`config.mk`:
```
export PLATFORM = sky130hd
export DESIGN_NAME = rf_store_sequencer
export DESIGN_NICKNAME = d
export VERILOG_FILES = /design/src/rtl/processor_pkg.sv /design/src/rtl/rf_store_sequencer.sv
export SDC_FILE = /design/constraint.sdc
export NUM_CORES = 1
export LEC_CHECK = 0
export BUFFER_PORTS_ARGS = -buffer_cell sky130_fd_sc_hd__buf_2
export CAP_MARGIN = 20
export CORE_ASPECT_RATIO = 1.4
export CORE_MARGIN = 3
export CORE_UTILIZATION = 51
export DETAILED_ROUTE_END_ITERATION = 7
export PLACE_DENSITY = 0.85
export SLEW_MARGIN = 20
export SYNTH_ARGS = -nofsm -noshare
export SYNTH_HDL_FRONTEND = slang
export SYNTH_SLANG_ARGS = --single-unit
```
`constraint.sdc`:
```
create_clock -name clk -period 3.4 [get_ports clk]
set_clock_uncertainty 0.15 [all_clocks]
set_input_delay 0.68 -clock clk [delete_from_list [all_inputs] [get_ports clk]]
set_output_delay 0.68 -clock clk [all_outputs]
set_load 0.01 [all_outputs]
```
`src/rtl/processor_pkg.sv`:
```
// Shared processor constants and the store-sequencer state encoding.
package processor_pkg;

    localparam int DEF_WORDSIZE = 64;
    localparam int DEF_ADDR_W   = 5;
    localparam int DEF_DEPTH    = 2 ** DEF_ADDR_W;

    typedef enum logic [1:0] {
        ST_IDLE  = 2'b00,
        ST_READ  = 2'b01,
        ST_WRITE = 2'b10,
        ST_DONE  = 2'b11
    } seq_state_e;

endpackage

```
`src/rtl/rf_store_sequencer.sv`:
```
// Copies a block of register file words into data memory,
// one word every two cycles, using RF read port A and the DM write port.
module rf_store_sequencer
    import processor_pkg::*;
#(
    parameter int WORDSIZE = DEF_WORDSIZE,
    parameter int ADDR_W   = DEF_ADDR_W
) (
    input  logic                clk,
    input  logic                rst,
    input  logic                start,
    input  logic [ADDR_W-1:0]   rf_base,
    input  logic [ADDR_W-1:0]   dm_base,
    input  logic [ADDR_W:0]     count,
    output logic [ADDR_W-1:0]   rf_addr_a,
    input  logic [WORDSIZE-1:0] rf_data_a,
    output logic [ADDR_W-1:0]   dm_addr,
    output logic [WORDSIZE-1:0] dm_data_input,
    output logic                dm_write_enable,
    output logic                dm_read,
    output logic                busy,
    output logic                done
);

    localparam logic [ADDR_W:0] DEPTH_CNT = {1'b1, {ADDR_W{1'b0}}};
    localparam logic [ADDR_W:0] ONE_CNT   = {{ADDR_W{1'b0}}, 1'b1};

    seq_state_e          state_q, state_d;
    logic [ADDR_W-1:0]   rf_ptr_q, rf_ptr_d;
    logic [ADDR_W-1:0]   dm_ptr_q, dm_ptr_d;
    logic [ADDR_W:0]     rem_q, rem_d;
    logic [ADDR_W-1:0]   rf_addr_q, rf_addr_d;
    logic [ADDR_W-1:0]   dm_addr_q, dm_addr_d;
    logic [WORDSIZE-1:0] wdata_q, wdata_d;
    logic                we_q, we_d;
    logic                busy_q, busy_d;
    logic                done_q, done_d;

    always_comb begin
        state_d   = state_q;
        rf_ptr_d  = rf_ptr_q;
        dm_ptr_d  = dm_ptr_q;
        rem_d     = rem_q;
        rf_addr_d = rf_addr_q;
        dm_addr_d = dm_addr_q;
        wdata_d   = wdata_q;
        we_d      = 1'b0;
        busy_d    = busy_q;
        done_d    = 1'b0;
        unique case (state_q)
            ST_IDLE: begin
                if (start) begin
                    rf_ptr_d = rf_base;
                    dm_ptr_d = dm_base;
                    rem_d    = (count > DEPTH_CNT) ? DEPTH_CNT : count;
                    if (count == '0) begin
                        state_d = ST_DONE;
                        done_d  = 1'b1;
                    end else begin
                        state_d   = ST_READ;
                        rf_addr_d = rf_base;
                        busy_d    = 1'b1;
                    end
                end
            end
            ST_READ: begin
                wdata_d   = rf_data_a;
                dm_addr_d = dm_ptr_q;
                we_d      = 1'b1;
                state_d   = ST_WRITE;
            end
            ST_WRITE: begin
                // Pointers wrap naturally at DEPTH through ADDR_W-bit overflow
                rf_ptr_d = rf_ptr_q + 1'b1;
                dm_ptr_d = dm_ptr_q + 1'b1;
                rem_d    = rem_q - ONE_CNT;
                if (rem_q > ONE_CNT) begin
                    state_d   = ST_READ;
                    rf_addr_d = rf_ptr_q + 1'b1;
                end else begin
                    state_d = ST_DONE;
                    busy_d  = 1'b0;
                    done_d  = 1'b1;
                end
            end
            ST_DONE: begin
                state_d = ST_IDLE;
            end
            default: begin
                state_d = ST_IDLE;
            end
        endcase
    end

    always_ff @(posedge clk) begin
        if (rst) begin
            state_q   <= ST_IDLE;
            rf_ptr_q  <= '0;
            dm_ptr_q  <= '0;
            rem_q     <= '0;
            rf_addr_q <= '0;
            dm_addr_q <= '0;
            wdata_q   <= '0;
            we_q      <= 1'b0;
            busy_q    <= 1'b0;
            done_q    <= 1'b0;
        end else begin
            state_q   <= state_d;
            rf_ptr_q  <= rf_ptr_d;
            dm_ptr_q  <= dm_ptr_d;
            rem_q     <= rem_d;
            rf_addr_q <= rf_addr_d;
            dm_addr_q <= dm_addr_d;
            wdata_q   <= wdata_d;
            we_q      <= we_d;
            busy_q    <= busy_d;
            done_q    <= done_d;
        end
    end

    assign rf_addr_a       = rf_addr_q;
    assign dm_addr         = dm_addr_q;
    assign dm_data_input   = wdata_q;
    assign dm_write_enable = we_q;
    assign dm_read         = 1'b0;
    assign busy            = busy_q;
    assign done            = done_q;

endmodule

```
==> results.py <==
metrics = {
    "clock_network": {
        "cts.clk_slew.worst_paths_ps": 90,
        "clk_path_buf_depth": 2,
        "cts_made_buffers": 9,
        "cts_setup_buffers": 0,
        "clk_latency_ps": 350,
        "cts_resized": 0,
        "cts.sinks": 95,
        "cts_hold_buf": 0,
        "htree_levels": 3,
        "cts_root_buf": "clkbuf_8",
        "cts_tree": "built",
    },
    "timing": {
        "finalCriticalPeriod_ps": 2309,
        "report.final.hold_viol_count": 0,
        "tns_ps": 0,
        "finalSetupViolCount": 0,
        "slew_violations": 0,
        "slew_headroom": 0.4204,
        "max_freq_mhz": 433.1,
        "whs_ps": 303.1,
        "period_share": 0.6791,
        "worst_slew_pin_slew_ps": 861.4,
        "rsz0062_at_grt": "false",
    },
    "worst_setup_path": {
        "cp_max_fo": 21,
        "arrival_ps": 2400,
        "path_class": "reg -> reg",
        "endpoint_kind": "register",
        "required_ps": 3490,
        "cp-start-kind": "register",
    },
    "floorplanning": {
        "core_area_sq_um": 7027,
        "die_h_um": 107.3,
        "io_pins": 161,
        "rows": 36,
        "initial_core_util": 0.5322,
        "die_width_um": 78.38,
        "die_area_sq_um": 8411,
    },
    "power_and_ir_drop": {
        "p_per_area_nw_per_um2": 479.9,
        "irDropWorstVdd_v": 0.0002841,
        "p_leak_nw": 2.140,
    },
    "grt": {
        "grt.overflow.total": 0,
        "grt_max_degree": 53,
        "first_global_vias": 3543,
        "grt_pass1_wl_um": 15750,
        "antenna_found_initial": 0,
        "grt_usage": 0.2321,
    },
    "synth": {
        "synth-simple-area-share": 0.2238,
        "synth_fa_ha_area_frac": 0.01338,
        "synth_seq_area_share": 0.5085,
        "synth_edf_count": 0,
        "ys_ff_latch": 95,
        "yosys_warnings": 0,
        "synth-xor-area-share": 0.01171,
        "ys.flop_type": "dfxtp_1",
        "syn_inst": 470,
        "synth_top_family_by_area": "simple AND/OR/NAND/NOR gates",
        "netlist_area_sq_um": 3740,
        "postSynthAreaPerCell_sq_um": 7.957,
        "async_flop_share": 0,
        "yosysUniqueCellTypes": 48,
        "synthesis.nets": 557,
        "synthMuxAreaShare": 0.008029,
        "synth-compound-area-share": 0.1840,
    },
    "detailed_routing": {
        "drc_errors": 0,
        "vias_per_cell": 5.225,
        "num_vias": 3715,
        "firstDrtPassIters": 5,
        "avgRoutedWirePerCell_um": 13.84,
        "detail-route-antenna-nets": 0,
        "wirelength_um": 9837,
        "drtIter0Drc": 235,
    },
    "placed_design": {
        "globalplace.congestion": 0.8710,
        "io_buffer_count": 159,
        "hpwl_um": 7248,
    },
    "worst_hold_path": {
        "hold_class": "reg -> reg",
    },
    "run": {
        "maxCapViolCount": 0,
    },
    "final_layout": {
        "layout.cells.most_common": "buf_2",
        "drive_gt1_frac": 0.2922,
        "insertedDiodeCount": 0,
        "mostFrequentLayoutCells": "buf_2, nand2_1, dfxtp_1, a21oi_1, nor2_1",
        "layout.nets": 699,
        "area_growth_pct": 27.27,
    },
    "run_status": {
        "status": "completed",
    },
}
==> sequential cells by signal, summed over array words and instances, names as in the netlist <==
signal,count
busy,1
dm_addr,5
dm_data_input,64
dm_ptr_q,5
dm_write_enable,1
done,1
rem_q,6
rf_addr_a,5
rf_ptr_q,5
state_q,2
==> Yosys cell counts (all sizes together), types with 3 or more instances <==
cell / instances / share of area
nor2: 23 / 0.023
nor3: 7 / 0.0094
nand3: 6 / 0.0080
xor2: 3 / 0.0070
a31oi: 3 / 0.0050
o21ai: 7 / 0.0094
dfxtp: 95 / 0.51
a211oi: 7 / 0.014
clkbuf: 27 / 0.028
mux2i: 3 / 0.0080
nor3b: 4 / 0.0080
ha: 4 / 0.013
nand2b: 4 / 0.0067
nor2b: 3 / 0.0050
nand2: 145 / 0.15
nor4: 3 / 0.0050
buf: 8 / 0.014
inv: 7 / 0.0070
a21oi: 78 / 0.10
==> path summary, 6_finish.rpt <==
check / startpoint / end / slack, ps / cells after the start
max reg2reg: state_q[1] / rf_addr_a[0] / 1090 / 4
max: state_q[1] / rf_addr_a[0] / 1090 / 4
min reg2reg: dm_data_input[9] / dm_data_input[9] / 300 / 2
min: dm_data_input[9] / dm_data_input[9] / 300 / 2
==> critical path: stages (launching register included) <==
cell,delay [ps]
dfxtp_1,780
nor2_1,140
nor2_1,480
nand3_1,250
o311a_1,400
==> cells by family (layout without fill, tap and decap cells) <==
family	after synthesis	count (layout)
AOI/OAI and AO/OA	118	118
DFF	95	95
and+or+nand+nor	202	202
buffers and inverters	42	188
xor gates and xnor gates	5	5
other	1	1
muxes	3	3
adders and majority gates	4	4
==> report_power, final <==
part | leakage, nW | internal [W] | switching, W
registers | 0.777 | 0.00118 | 0.0000537
logic | 1.27 | 0.000160 | 0.000218
clock network | 0.0898 | 0.000324 | 0.000344
total | 2.14 | 0.00167 | 0.000616
==> layout make-up <==
cell class	count	area [sq um]
Fill cell	593	2267
Sequential cell	95	1902
Multi-Input combinational cell	333	1663
Timing Repair Buffer	166	873.3
Clock buffer	15	176.4
Tap cell	95	118.9
Inverter	7	26.28
==> metal layers <==
layer	global-route usage	wire [um]	vias up
li1	-	-	1861
met1	0.2594	3851	1684
met2	0.4216	5128	148
met3	0.03685	619	22
met4	0.1163	237	0
met5	0	0	-
==> stage by stage <==
| step | worst slack [ps] | power, W | area (sq um) | std cells | util |
|---|---|---|---|---|---|
| after detailed placement | 835.7 | 0.001640 | 4583 | 696 | 0.6522 |
| after floorplan | 1091 | 0.001482 | 3740 | 470 | - |
| after global placement | 950.8 | 0.001626 | 4583 | 696 | 0.6522 |
| after global routing | 907.6 | 0.002403 | 4760 | 711 | 0.6774 |
| final | 1091 | 0.002284 | 4760 | 711 | 0.6774 |
| after CTS | 1124 | 0.002308 | 4760 | 711 | 0.6774 |
(Power assumes the default switching activity.)
